==> src/rtl/display_multiplex.sv <==
`default_nettype none
// +----------------------------------------------------------------------------+
// | Module   : display_multiplex                                               |
// | Purpose  : Sequential binary-to-BCD conversion of a signed or unsigned     |
// |            value, time-multiplexed onto NDIG active-low 7-segment digits.  |
// | Option   : DISPLAY_MUX_BLANK_ZEROS_EN blanks leading zeros and puts the    |
// |            minus sign next to the most significant digit.                  |
// | Revision : 1.0 - initial release                                           |
// +----------------------------------------------------------------------------+
module display_multiplex #(
  parameter int WIDTH    = 16,
  parameter int NDIG     = 5,
  parameter int SCAN_DIV = 50000
) (
  input  logic             clock,
  input  logic             reset_n,
  input  logic             habilita,
  input  logic             carregar,
  input  logic             com_sinal,
  input  logic [WIDTH-1:0] valor,
  output logic             ocupado,
  output logic             pronto,
  output logic             estouro,
  output logic [6:0]       segmentos,
  output logic [NDIG-1:0]  anodos
);

  localparam int c_BCD = (WIDTH + 2) / 3 + 1;
  localparam int c_DW  = 4 * NDIG;
  localparam int c_CW  = $clog2(WIDTH + 1);
  localparam int c_PW  = $clog2(SCAN_DIV);
  localparam int c_IW  = (NDIG > 1) ? $clog2(NDIG) : 1;

  localparam logic [6:0] c_DASH  = 7'b1111110;
  localparam logic [6:0] c_BLANK = 7'b1111111;

  typedef enum logic [1:0] {
    S_IDLE    = 2'd0,
    S_CONVERT = 2'd1,
    S_UPDATE  = 2'd2
  } state_t;

  state_t r_state;
  state_t w_next;

  logic [WIDTH-1:0]   r_bin;
  logic [4*c_BCD-1:0] r_bcd;
  logic [c_CW-1:0]    r_cnt;
  logic               r_neg_pend;
  logic [c_DW-1:0]    r_dig;
  logic               r_neg;
  logic               r_estouro;
  logic               r_ocupado;
  logic               r_pronto;
  logic [c_PW-1:0]    r_presc;
  logic [c_IW-1:0]    r_idx;
  logic [6:0]         r_seg;
  logic [NDIG-1:0]    r_an;

  logic               w_neg_in;
  logic [WIDTH-1:0]   w_mag;
  logic [4*c_BCD-1:0] w_bcd_adj;
  logic               w_ovf;
  logic [NDIG-1:0]    w_sel;
  logic [6:0]         w_glyph;
  int                 w_msd;

  function automatic logic [6:0] f_glyph(input logic [3:0] d);
    case (d)
      4'd0:    f_glyph = 7'b0000001;
      4'd1:    f_glyph = 7'b1001111;
      4'd2:    f_glyph = 7'b0010010;
      4'd3:    f_glyph = 7'b0000110;
      4'd4:    f_glyph = 7'b1001100;
      4'd5:    f_glyph = 7'b0100100;
      4'd6:    f_glyph = 7'b0100000;
      4'd7:    f_glyph = 7'b0001101;
      4'd8:    f_glyph = 7'b0000000;
      4'd9:    f_glyph = 7'b0000100;
      default: f_glyph = c_BLANK;
    endcase
  endfunction

  // WIDTH bits hold the magnitude of the most negative value when read as unsigned
  assign w_neg_in = com_sinal & valor[WIDTH-1];
  assign w_mag    = w_neg_in ? (~valor + {{(WIDTH-1){1'b0}}, 1'b1}) : valor;

  always_comb begin
    w_bcd_adj = r_bcd;
    for (int j = 0; j < c_BCD; j++) begin
      if (r_bcd[4*j +: 4] >= 4'd5) w_bcd_adj[4*j +: 4] = r_bcd[4*j +: 4] + 4'd3;
    end
  end

  always_comb begin
    w_ovf = 1'b0;
    for (int j = 0; j < c_BCD; j++) begin
      if ((j >= (r_neg_pend ? NDIG - 1 : NDIG)) && (r_bcd[4*j +: 4] != 4'd0)) w_ovf = 1'b1;
    end
  end

  always_comb begin
    w_next = r_state;
    case (r_state)
      S_IDLE:    if (carregar) w_next = S_CONVERT;
      S_CONVERT: if (r_cnt == c_CW'(WIDTH - 1)) w_next = S_UPDATE;
      S_UPDATE:  w_next = S_IDLE;
      default:   w_next = S_IDLE;
    endcase
  end

  always_ff @(posedge clock) begin
    if (!reset_n) r_state <= S_IDLE;
    else          r_state <= w_next;
  end

  always_ff @(posedge clock) begin
    if (!reset_n) begin
      r_bin      <= '0;
      r_bcd      <= '0;
      r_cnt      <= '0;
      r_neg_pend <= 1'b0;
      r_dig      <= '0;
      r_neg      <= 1'b0;
      r_estouro  <= 1'b0;
      r_ocupado  <= 1'b0;
      r_pronto   <= 1'b0;
    end else begin
      r_pronto <= 1'b0;
      case (r_state)
        S_IDLE: begin
          if (carregar) begin
            r_bin      <= w_mag;
            r_bcd      <= '0;
            r_cnt      <= '0;
            r_neg_pend <= w_neg_in;
            r_ocupado  <= 1'b1;
          end
        end
        S_CONVERT: begin
          {r_bcd, r_bin} <= {w_bcd_adj, r_bin} << 1;
          r_cnt          <= r_cnt + 1'b1;
        end
        S_UPDATE: begin
          r_dig     <= c_DW'(r_bcd);
          r_neg     <= r_neg_pend;
          r_estouro <= w_ovf;
          r_pronto  <= 1'b1;
          r_ocupado <= 1'b0;
        end
        default: ;
      endcase
    end
  end

  always_comb begin
    w_msd = 0;
    for (int i = 0; i < NDIG; i++) begin
      if (r_dig[4*i +: 4] != 4'd0) w_msd = i;
    end
  end

  always_comb begin
    w_sel = '0;
    for (int i = 0; i < NDIG; i++) begin
      w_sel[i] = (r_idx == c_IW'(i));
    end
  end

  always_comb begin
    w_glyph = f_glyph(r_dig[4*r_idx +: 4]);
    if (r_estouro) begin
      w_glyph = c_DASH;
`ifdef DISPLAY_MUX_BLANK_ZEROS_EN
    end else if (int'(r_idx) > w_msd) begin
      w_glyph = (r_neg && (int'(r_idx) == w_msd + 1)) ? c_DASH : c_BLANK;
`else
    end else if (r_neg && (int'(r_idx) == NDIG - 1)) begin
      w_glyph = c_DASH;
`endif
    end
  end

  always_ff @(posedge clock) begin
    if (!reset_n) begin
      r_presc <= '0;
      r_idx   <= '0;
      r_seg   <= c_BLANK;
      r_an    <= '1;
    end else begin
      if (r_presc == c_PW'(SCAN_DIV - 1)) begin
        r_presc <= '0;
        r_idx   <= (r_idx == c_IW'(NDIG - 1)) ? '0 : r_idx + 1'b1;
      end else begin
        r_presc <= r_presc + 1'b1;
      end
      r_seg <= habilita ? w_glyph : c_BLANK;
      r_an  <= habilita ? ~w_sel : '1;
    end
  end

  assign ocupado   = r_ocupado;
  assign pronto    = r_pronto;
  assign estouro   = r_estouro;
  assign segmentos = r_seg;
  assign anodos    = r_an;

endmodule
`default_nettype wire

==> config.mk <==
export PLATFORM = sky130hd
export DESIGN_NAME = display_multiplex
export DESIGN_NICKNAME = d
export VERILOG_FILES = /design/src/rtl/display_multiplex.sv
export SDC_FILE = /design/constraint.sdc
export NUM_CORES = 1
export LEC_CHECK = 0
export CAP_MARGIN = 30
export CORE_MARGIN = 5
export CORE_UTILIZATION = 59
export CTS_CLUSTER_DIAMETER = 40
export DETAILED_ROUTE_END_ITERATION = 12
export GPL_TIMING_DRIVEN = 0
export PLACE_DENSITY_LB_ADDON = 0.1
export SKIP_LAST_GASP = 1
export SYNTH_ARGS = -nofsm -noshare
export SYNTH_HDL_FRONTEND = slang
export SYNTH_SLANG_ARGS = --single-unit
==> constraint.sdc <==
create_clock -name clock -period 4.2 [get_ports clock]
set_clock_uncertainty 0.05 [all_clocks]
set_input_delay 1.26 -clock clock [delete_from_list [all_inputs] [get_ports clock]]
set_output_delay 1.26 -clock clock [all_outputs]
set_load 0.01 [all_outputs]
# ---- Word-level counts from Yosys, hierarchy flattened
# Memory sizes are Yosys's and may differ from the RTL's.
# Index checks and enable logic that the tools add are counted.
dict set report totals {
  in_bits 21
  latchBits 0
  regBits 107
  ram_bits 0
  mem_count 1
  rom_bits 112
  wordCells 115
}
# name depth width rd rd_clocked_by_memory_dff write_ports line_no
set memory_table {}
lappend memory_table {{(name not given)} 16 7 1 0 0 69} ;# case (d)
dict set report classes {
  n_mux 31
  mul 0
  reduce_logical 26
  shifts 1
  n_addsub 11
  bitwise_logic 5
  eq_ne 11
  n_lt_le_gt_ge 14
  div_mod_pow 0
}
# cell count
set op_table {}
lappend op_table {{$ge 3x32->1 const A} 2}
lappend op_table {{$ge 4x32->1 const A} 2}
lappend op_table {{$pmux 28 s2} 1}
lappend op_table {{$add 16x1->16 const B} 2}
lappend op_table {{$ge 1x32->1 const A} 1}
lappend op_table {{$ge 2x32->1 const A} 1}
lappend op_table {{$mux 16} 2}
lappend op_table {{$pmux 16 s2} 1}
lappend op_table {{$ge 4x3->1 const B} 7}
lappend op_table {{$mux 28} 1}
lappend op_table {{$reduce_bool 4->1} 7}
lappend op_table {{$add 4x2->4 const B} 6}
lappend op_table {{$mux 4} 6}
lappend op_table {{$shiftx 20x6->4} 1}
lappend op_table {{$eq 16x16->1 const B} 1}
lappend op_table {{$not 16->16} 1}
lappend op_table {{$mux 1} 12}
lappend op_table {{$pmux 5 s2} 1}
lappend op_table {{$reduce_and 2->1} 5}
lappend op_table {{$logic_and 1x1->1} 8}
lappend op_table {{$eq 3x2->1 const B} 2}
lappend op_table {{$eq 3x3->1 const B} 2}
lappend op_table {{$mux 3} 2}
lappend op_table {{$add 5x1->5 const B} 1}
lappend op_table {{20 further kinds} 24}

# ---- Longest topological paths before layout
# Gate-level depths: netlist of the first run.
dict set report depth {
  depth_word 10
  mapped_depth 9
  ltp_nobuf 8
}

# ---- Worst setup path after synthesis of the first run
# Ideal clock, no wire load.
dict set report synth_path {
  kind {input-to-reg}
  from {in valor[0]}
  to {reg r_bin[6]}
  setup_slack_ns 1.601
  setup_time_ns 0.125
  cell_stages 7
  arrival_ns 2.424
  t_required_ns 4.025
  cell_sequence {inv_1 > ha_1 > nor4b_2 > a21oi_1 > xor2_1 > a222oi_1 > nor2b_1}
}
dict set report synth_between {
  elab_chain_cells 5
}
# element line_no
set synth_rtl {}
lappend synth_rtl {{from (decl)} 20} ;# input logic [WIDTH-1:0] valor,
lappend synth_rtl {{$not 16->16} 86} ;# assign w_mag = w_neg_in ? (~valor + {{(WIDTH-1){1'b0}}, 1'b1}) : valor;
lappend synth_rtl {{$add 16x1->16} 86}
lappend synth_rtl {{$mux 16} 86}
lappend synth_rtl {{$mux 16} 132} ;# if (carregar) begin
lappend synth_rtl {{$pmux 16 s2} 130} ;# case (r_state)
lappend synth_rtl {{to (signal assigned)} 133} ;# r_bin <= w_mag;
lappend synth_rtl {{to (signal assigned)} 141} ;# {r_bcd, r_bin} <= {w_bcd_adj, r_bin} << 1;
lappend synth_rtl {{to (decl)} 46} ;# logic [WIDTH-1:0] r_bin;
# No other way between the ends. The select of a mux whose other input is x is not followed.
# A chain may end at the register's enable or synchronous reset.

# ---- Worst setup path after layout of the first run
dict set report layout_path {
  from {in valor[6]}
  to {reg r_bin[10]}
}
# Same word-level chain as after synthesis.

==> results of run 1 <==
[power groups by stage]
| stage | Sequential [mW] | Combinational, mW | Clock [mW] |
|---|---|---|---|
| 2_1_floorplan | 1.07 | 0.101 | 0 |
| 3_3_place_gp | 1.07 | 0.173 | 0 |
| 3_5_place_dp | 1.07 | 0.176 | 0 |
| 4_1_cts | 1.05 | 0.177 | 0.561 |
| 5_1_grt | 1.05 | 0.195 | 0.598 |
| 6_report | 1.05 | 0.178 | 0.550 |
[routing by layer]
layer	part of all wire	wire (µm)
met1	0.47	5650
met2	0.48	5830
met3	0.040	489
met4	0.0096	116
met5	0	0
[placed cells by master, fill, tap and decap left out, drive strengths merged, types with 3 or more instances in the layout]
cell / instances
a21boi: 41
o21a: 5
nand2: 90
dfxtp: 107
nor4: 4
ha: 30
nand4: 5
a21oi: 14
a32oi: 5
a21o: 4
xnor2: 28
mux2: 6
o211ai: 4
clkbuf: 38
nand2b: 12
mux2i: 11
nor2: 37
and3: 6
o21ai: 36
xor2: 11
nor3: 19
nand3: 26
and2: 10
a222oi: 7
clkdlybuf4s50: 35
inv: 32
and4: 3
buf: 5
a22oi: 10
nor2b: 25
a31oi: 3
[flip-flops by register name, summed over array words and instances, names as in the netlist]
signal and flops:
estouro 1, r_cnt 5, r_bcd 28, r_state 2, segmentos 7, r_bin 16, r_presc 16, r_neg 1
anodos 5, ocupado 1, r_idx 3, r_dig 20, pronto 1, r_neg_pend 1
[area by class of cell]
class / instances / area share
repair buffers: 35 / 0.0574
flip-flops and latches: 107 / 0.351
clock inverters: 4 / 0.00471
plain buffers: 33 / 0.0232
inverters: 31 / 0.0195
well taps: 111 / 0.0227
clock buffers: 10 / 0.0209
multi-input cells: 469 / 0.501
[through the flow]
step	std cells	total power [mW]	worst slack [ns]	utilization
2_1_floorplan	640	1.17	1.60	-
3_3_place_gp	786	1.25	0.924	0.650
3_5_place_dp	786	1.25	0.832	0.650
4_1_cts	800	1.79	1.23	0.667
5_1_grt	800	1.85	1.04	0.667
6_report	800	1.78	1.17	0.667
[cell families after synthesis]
| logic type | count (synthesis) | share of synthesized area |
|---|---|---|
| and+or+nand+nor | 240 | 0.216 |
| AOI/OAI and AO/OA | 143 | 0.180 |
| adders and majority gates | 30 | 0.0687 |
| muxes | 17 | 0.0332 |
| DFF | 107 | 0.392 |
| xor gates and xnor gates | 39 | 0.0625 |
| buffers and inverters | 64 | 0.0477 |
[critical path: cells and delay by family]
kind            cells  cell delay [ns]
compound gates      2             0.51
xor+xnor            1             0.17
buf+inv             1             0.47
simple gates        2             0.81
[worst paths after layout]
kind / startpoint / to / slack [ns] / cells past startpoint
worst max-delay path: valor[6] / r_bin[10]$_SDFFE_PN0P_ / 1.17 / 6
worst min-delay path: r_presc[0]$_SDFF_PP0_ / r_presc[0]$_SDFF_PP0_ / 0.40 / 1
worst min register to register: r_presc[0]$_SDFF_PP0_ / r_presc[0]$_SDFF_PP0_ / 0.40 / 1
worst max register to register: r_idx[0]$_SDFFE_PN0N_ / segmentos[0]$_SDFF_PN1_ / 1.48 / 8
==> results.yml, run 1 <==
synthesis:
  seq_area_frac_synth: 0.392
  synth.most_common_cell: "dfxtp_1"
  post_synth_inst_count: 640
  synth.ff_latch_count: 107
  synth.largest_area_cell: "dfxtp_1"
  synth_cell_types: 55
  number_of_synthesis_warnings: 0
  yosys-top-cells-area: "dfxtp_1 39%, ha_1 6.9%, nand2_1 6.2%"
  async_flop_share: 0
  synthesis.area_per_instance_um2: 8.53
  predominant_post_synthesis_flop_cell: "dfxtp_1"
  synth_common_cells: "107 x dfxtp_1, 90 x nand2_1, 41 x a21boi_0, 37 x nor2_1, 35 x o21ai_0"
  edff_count_synth: 0
  synth_area_um2: 5460
  synth.top_cell.area_share: 0.392
  synth_nets: 691
timing:
  final_max_slew_viol_count: 0
  max_slew.worst_pin.slew_ns: 0.877
  fmax_mhz: 330
  timing.setup.tns_ns: 0
  timing_hold_violations_final: 0
  unrepaired_setup_endpoints_after_global_routing: "false"
  post_route_clock_period_utilization: 0.723
  fin_worst_hold_slack_ns: 0.402
  relSlewSlack: 0.412
  fin_crit_ns: 3.03
  setup-violations-final: 0
clocking:
  post_cts_resized: 0
  clockBufferDepth: 2
  tritoncts: "built"
  clock-sinks: 107
  cts.htree.levels: 3
  number_of_buffers_inserted_by_post_cts_setup_repair: 0
  cts_root_buf: "clkbuf_8"
  path_clk_slew_ns: 0.10
  cts-buffers-inserted: 9
  cts-hold-fix-buffers: 0
  worst_skew_pair.late_latency_ns: 0.36
global_route:
  global_route_wire_length_before_repair_mm: 20.7
  grt_util_met2: 0.384
  grt_max_degree: 17
  grt_pass1_vias: 4341
  grt.busiest_layer: "met2"
  groute.layer.met3.usage: 0.0298
  antenna_found_initial: 0
  gr-usage-met1: 0.298
  grt_remaining_overflow: 0
  global_route.usage.total: 0.225
pwr:
  swShare: 0.256
  p_seq_frac: 0.591
  clkPwrFrac: 0.309
  peakVddDrop_mv: 0.166
  power_report.internal_total_mw: 1.32
  combinational_power_share: 0.100
  switching_power_mw: 0.456
  static-leakage-power_nw: 2.17
  powerDensity_nw_per_um2: 291
layout:
  design.final.nets: 737
  post-route-cell-area_um2: 6110
  layout.filler_cells: 788
  area_delta_synth_final_pct: 11.8
  combined_area_of_the_multi_input_logic_cells_um2: 3060
  number_of_diodes: 0
  area.sequential_um2: 2140
  post_route_cells_drive_above_1_share: 0.0435
routing:
  initialDrtViolationCount: 263
  detail-route-antenna-nets: 0
  routed_via_density: 5.70
  first_pass_iters: 5
  via_count: 4558
  route.detailed.wl_per_inst_um: 15.1
  drc: 0
  route.final.wire_length_mm: 12.1
die:
  die_area_um2: 11300
  placementRows: 35
  coreArea_um2: 9150
  initial_utilization: 0.597
  die_y_um: 106
  die_width_um: 106
  ioPinCount: 36
critical_path:
  crit_arrival_ns: 3.23
  critical-path-max-stage-delay_ns: 0.73
  crit_path_cell_trace: "clkdlybuf4s50_1 > nor4_1 > a31oi_1 > xnor2_1 > a221oi_1 > nor2b_1"
  crit_path_end_kind: "flop"
  critical_path_class: "primary input to flop"
  start_kind: "primary input"
  cp_data_required_time_ns: 4.40
  worst-path-max-fanout: 5
  worst_path_max_delay_cell: "nor4_1"
run_status:
  status: "finished, final reports clean"
placed_design:
  cell_area_placed_um2: 5950
  routabilityCongestion: 0.827
  hpwl_mm: 8.91
  port_buffers: 35
run:
  max_cap_viol_count: 0
min_path:
  hp-class: "flop to flop"
Power figures use the tool's default switching activity.
==> inputs of run 2 (changes only) <==
--- a/config.mk
+++ b/config.mk
@@ -7,7 +7,7 @@
 export LEC_CHECK = 0
 export CAP_MARGIN = 30
 export CORE_MARGIN = 5
-export CORE_UTILIZATION = 59
+export CORE_UTILIZATION = 53
 export CTS_CLUSTER_DIAMETER = 40
 export DETAILED_ROUTE_END_ITERATION = 12
 export GPL_TIMING_DRIVEN = 0
==> constraint.sdc (replaced) <==
create_clock -name clock -period 2.45 [get_ports clock]
set_clock_uncertainty 0.05 [all_clocks]
set_input_delay 0.735 -clock clock [delete_from_list [all_inputs] [get_ports clock]]
set_output_delay 0.735 -clock clock [all_outputs]
set_load 0.01 [all_outputs]
==> results.yml, run 2 (synthesis gave the netlist of run 1 again) <==
critical_path:
  critical_path_class: "flop to flop"
  cp_data_required_time_ns: 2.68
  crit_arrival_ns: 2.58
  crit_path_cell_trace: "buf_6 > mux2_2 > o2bb2ai_1 > a31oi_2 > inv_1 > ha_1 > mux2_1 > a221o_1"
  critical-path-max-stage-delay_ns: 0.40
  start_kind: "flop"
  worst_path_max_delay_cell: "dfxtp_4"
  crit_path_end_kind: "flop"
  worst-path-max-fanout: 10
layout:
  biggestRegsByFlops: "r_bcd x28, r_dig x20"
  final_cell_mix: "106 x dfxtp_1, 90 x nand2_1, 41 x a21boi_0"
  design.final.nets: 738
  area.sequential_um2: 2150
  max_flop_register: "r_bcd"
  number_of_diodes: 0
  area_delta_synth_final_pct: 14.4
  combined_area_of_the_multi_input_logic_cells_um2: 3090
  layout.filler_cells: 951
  largest_register_ffs: 28
  post_route_cells_drive_above_1_share: 0.0564
  filler_free_cell_count_of_the_finished_design: 828
  layout.cells.most_common: "dfxtp_1"
die:
  placementRows: 37
  die_y_um: 112
  die_width_um: 112
  die_area_um2: 12400
  ioPinCount: 36
  initial_utilization: 0.536
  coreArea_um2: 10200
routing:
  detail-route-antenna-nets: 0
  via_count: 4568
  first_pass_iters: 5
  routed_via_density: 5.52
  drc: 0
  initialDrtViolationCount: 274
  route.final.wire_length_mm: 12.6
  route.detailed.wl_per_inst_um: 15.2
pwr:
  peakVddDrop_mv: 0.503
  static-leakage-power_nw: 2.22
  powerDensity_nw_per_um2: 531
global_route:
  global_route_wire_length_before_repair_mm: 21.1
  grt_remaining_overflow: 0
  grt_pass1_vias: 4418
  global_route.usage.total: 0.207
  grt_max_degree: 18
  antenna_found_initial: 0
timing:
  setup_slack_ns: 0.0973
  fin_crit_ns: 2.35
  timing_hold_violations_final: 0
  setup-violations-final: 0
  final_max_slew_viol_count: 0
  timing.setup.tns_ns: 0
  relSlewSlack: 0.541
  post_route_clock_period_utilization: 0.960
  unrepaired_setup_endpoints_after_global_routing: "false"
  max_slew.worst_pin.slew_ns: 0.688
  fmax_mhz: 425
clocking:
  clockBufferDepth: 2
  cts.htree.levels: 3
  clock-sinks: 107
  worst_skew_pair.late_latency_ns: 0.39
  cts_root_buf: "clkbuf_8"
  tritoncts: "built"
  cts-hold-fix-buffers: 0
  path_clk_slew_ns: 0.10
  cts-buffers-inserted: 9
min_path:
  hp-class: "flop to flop"
run_status:
  status: "finished, final reports clean"
placed_design:
  routabilityCongestion: 0.811
  hpwl_mm: 9.30
  place_ws_ns: -0.388
  post-place-cells: 811
  port_buffers: 35
run:
  max_cap_viol_count: 0
[run 2: cell count changes in the layout (fill, tap and decap cells not counted), sizes merged]
| cell | change |
|---|---|
| bufinv | +2 |
| clkinvlp | -1 |
| clkinv | +1 |
| buf | +1 |
[run 2: worst max-delay path: cells and delay by family (launching register included)]
kind	cells	cell delay, ns
compound gates	3	0.68
fa+ha+maj	1	0.19
buf+inv	2	0.27
flops	1	0.40
mux	2	0.65
[run 2: repair_timing]
item / CTS / global route
setup buffers: 1 / 0
gates resized for setup: 2 / 6
hold endpoints to repair: 0 / 0
setup endpoints to repair: 1 / 8
[run 2: metrics by stage]
| stage | area [µm²] | utilization | hold slack, ns | total power [mW] |
|---|---|---|---|---|
| after CTS | 6220 | 0.611 | 0.405 | 3.34 |
| final | 6250 | 0.613 | 0.405 | 3.32 |
| after global routing | 6250 | 0.613 | 0.445 | 3.44 |
| after global placement | 5980 | 0.587 | 0.373 | 2.14 |
| after floorplan | 5460 | - | 0.363 | 2.01 |
| after detailed placement | 5980 | 0.587 | 0.391 | 2.14 |
[run 2: layout make-up]
cell class | count | area share
well taps | 136 | 0.0272
clock inverters | 6 | 0.0138
multi-input cells | 469 | 0.494
inverters | 31 | 0.0190
flip-flops and latches | 107 | 0.344
plain buffers | 33 | 0.0228
clock buffers | 10 | 0.0220
repair buffers | 36 | 0.0573
[run 2: report_power, final]
part / internal, mW / total (mW) / switching (mW)
Combinational: 0.128 / 0.309 / 0.180
Clock: 0.603 / 1.21 / 0.608
Sequential: 1.78 / 1.80 / 0.0220
[run 2: metal layers]
layer  wire length, µm  vias up  GRT usage
li1                  -     2300          -
met1              5750     2141      0.253
met2              6070      104      0.361
met3               636       23     0.0582
met4               164        0     0.0543
met5                 0        -          0
[run 2: worst paths after layout]
kind,from,endpoint,slack [ns],depth (start not counted)
max,r_idx[0]$_SDFFE_PN0N_,segmentos[0]$_SDFF_PN1_,0.1,8
min,r_presc[0]$_SDFF_PP0_,r_presc[0]$_SDFF_PP0_,0.40,1
max reg2reg,r_idx[0]$_SDFFE_PN0N_,segmentos[0]$_SDFF_PN1_,0.1,8
min reg2reg,r_presc[0]$_SDFF_PP0_,r_presc[0]$_SDFF_PP0_,0.40,1
==> inputs of run 3 (changes only) <==
--- a/config.mk
+++ b/config.mk
@@ -12,6 +12,7 @@
 export DETAILED_ROUTE_END_ITERATION = 12
 export GPL_TIMING_DRIVEN = 0
 export PLACE_DENSITY_LB_ADDON = 0.1
+export RECOVER_POWER = 25
 export SKIP_LAST_GASP = 1
 export SYNTH_ARGS = -nofsm -noshare
 export SYNTH_HDL_FRONTEND = slang
==> results.yml, run 3 (synthesis gave the netlist of run 1 again) <==
run_status:
  status: "finished, final reports clean"
timing:
  setup_slack_ns: 0.0973
  fin_worst_hold_slack_ns: 0.405
  post_route_clock_period_utilization: 0.960
  setup-violations-final: 0
  fmax_mhz: 425
  unrepaired_setup_endpoints_after_global_routing: "false"
  timing_hold_violations_final: 0
  relSlewSlack: 0.538
  fin_crit_ns: 2.35
  max_slew.worst_pin.slew_ns: 0.693
  final_max_slew_viol_count: 0
layout:
  max_flop_register: "r_bcd"
  final_cell_mix: "106 x dfxtp_1, 90 x nand2_1, 41 x a21boi_0"
  layout.filler_cells: 951
  area.sequential_um2: 2150
  design.final.nets: 738
  number_of_diodes: 0
  combined_area_of_the_multi_input_logic_cells_um2: 3090
  utilization: 0.613
  biggestRegsByFlops: "r_bcd x28, r_dig x20"
  area_delta_synth_final_pct: 14.4
  filler_free_cell_count_of_the_finished_design: 828
  layout.cells.most_common: "dfxtp_1"
  largest_register_ffs: 28
  post_route_cells_drive_above_1_share: 0.0564
routing:
  via_count: 4569
  drc: 0
  first_pass_iters: 5
  route.detailed.wl_per_inst_um: 15.2
  detail-route-antenna-nets: 0
  route.final.wire_length_mm: 12.6
  routed_via_density: 5.52
  initialDrtViolationCount: 274
critical_path:
  cp_data_required_time_ns: 2.68
  timing.reg2reg.worst_path_depth: 8
  crit_arrival_ns: 2.58
  worst_path_max_delay_cell: "dfxtp_4"
  critical-path-max-stage-delay_ns: 0.40
  start_kind: "flop"
  worst-path-max-fanout: 10
  crit_path_cell_trace: "buf_6 > mux2_2 > o2bb2ai_1 > a31oi_2 > inv_1 > ha_1 > mux2_1 > a221o_1"
  critical_path_class: "flop to flop"
  crit_path_end_kind: "flop"
clocking:
  cts-hold-fix-buffers: 0
  cts.htree.levels: 3
  clock-sinks: 107
  cts-buffers-inserted: 9
  worst_skew_pair.late_latency_ns: 0.39
  clockBufferDepth: 2
  tritoncts: "built"
  cts_root_buf: "clkbuf_8"
  path_clk_slew_ns: 0.10
run:
  max_cap_viol_count: 0
global_route:
  grt.busiest_layer: "met2"
  gr-usage-met1: 0.253
  grt_max_degree: 18
  groute.layer.met3.usage: 0.0582
  grt_util_met2: 0.361
  global_route.usage.total: 0.207
  grt_remaining_overflow: 0
  antenna_found_initial: 0
  grt_pass1_vias: 4418
  global_route_wire_length_before_repair_mm: 21.1
placed_design:
  routabilityCongestion: 0.811
  port_buffers: 35
  place_ws_ns: -0.388
  post-place-cells: 811
  hpwl_mm: 9.30
pwr:
  powerDensity_nw_per_um2: 531
  static-leakage-power_nw: 2.20
  peakVddDrop_mv: 0.502
die:
  initial_utilization: 0.536
  die_area_um2: 12400
  die_y_um: 112
  ioPinCount: 36
  coreArea_um2: 10200
  die_width_um: 112
  placementRows: 37
min_path:
  holdPathStages: 1
  hp-class: "flop to flop"
[run 3: cell count changes in the layout (fill, tap and decap cells not counted), sizes merged]
cell	previous run	this run
dlygate4sd3	0	10
clkdlybuf4s50	35	25
[run 3: path summary, 6_finish.rpt]
path                         startpoint                      end  slack (ns)
setup / recovery  r_idx[0]$_SDFFE_PN0N_  segmentos[0]$_SDFF_PN1_         0.1
hold / removal    r_presc[0]$_SDFF_PP0_    r_presc[0]$_SDFF_PP0_        0.40
setup reg to reg  r_idx[0]$_SDFFE_PN0N_  segmentos[0]$_SDFF_PN1_         0.1
hold reg to reg   r_presc[0]$_SDFF_PP0_    r_presc[0]$_SDFF_PP0_        0.40
[run 3: what timing repair did]
action / 4_1_cts / 5_1_grt
setup buffers: 1 / 0
gates resized for setup: 2 / 6
endpoints found under the setup margin: 1 / 8
[run 3: power breakdown]
group          leakage [nW]  total, mW  internal (mW)  switching [mW]
registers             0.869       1.80           1.78          0.0217
logic                  1.22      0.307          0.126           0.181
clock network         0.113       1.21          0.603           0.607
total                  2.20       3.31           2.50           0.809
[run 3: worst max-delay path: cells and delay by family (launching register included)]
family | cells | cell delay (ns)
AO/OA/AOI/OAI | 3 | 0.68
buffers and inverters | 2 | 0.27
multiplexers | 2 | 0.65
flip-flops | 1 | 0.40
adder cells (fa/ha/maj) | 1 | 0.19
[run 3: layout make-up]
class                      count  area share
buffer                        33      0.0228
clock buffer                  10      0.0220
clock inverter                 6      0.0138
inverter                      31      0.0190
multi-input combinational    469       0.494
sequential                   107       0.344
tap                          136      0.0272
timing repair buffer          36      0.0573
[run 3: routing by layer]
| metal | part of all wire | wire length [µm] |
|---|---|---|
| met5 | 0 | 0 |
| met4 | 0.014 | 172 |
| met1 | 0.45 | 5720 |
| met3 | 0.053 | 667 |
| met2 | 0.48 | 6060 |
[run 3: through the flow]
stage	instance area [µm²]	setup TNS [ns]	power, mW
after global routing	6250	0	3.44
after global placement	5980	-4.01	2.14
after detailed placement	5980	-4.75	2.14
after floorplan	5460	0	2.01
after CTS	6220	0	3.34
final	6250	0	3.31
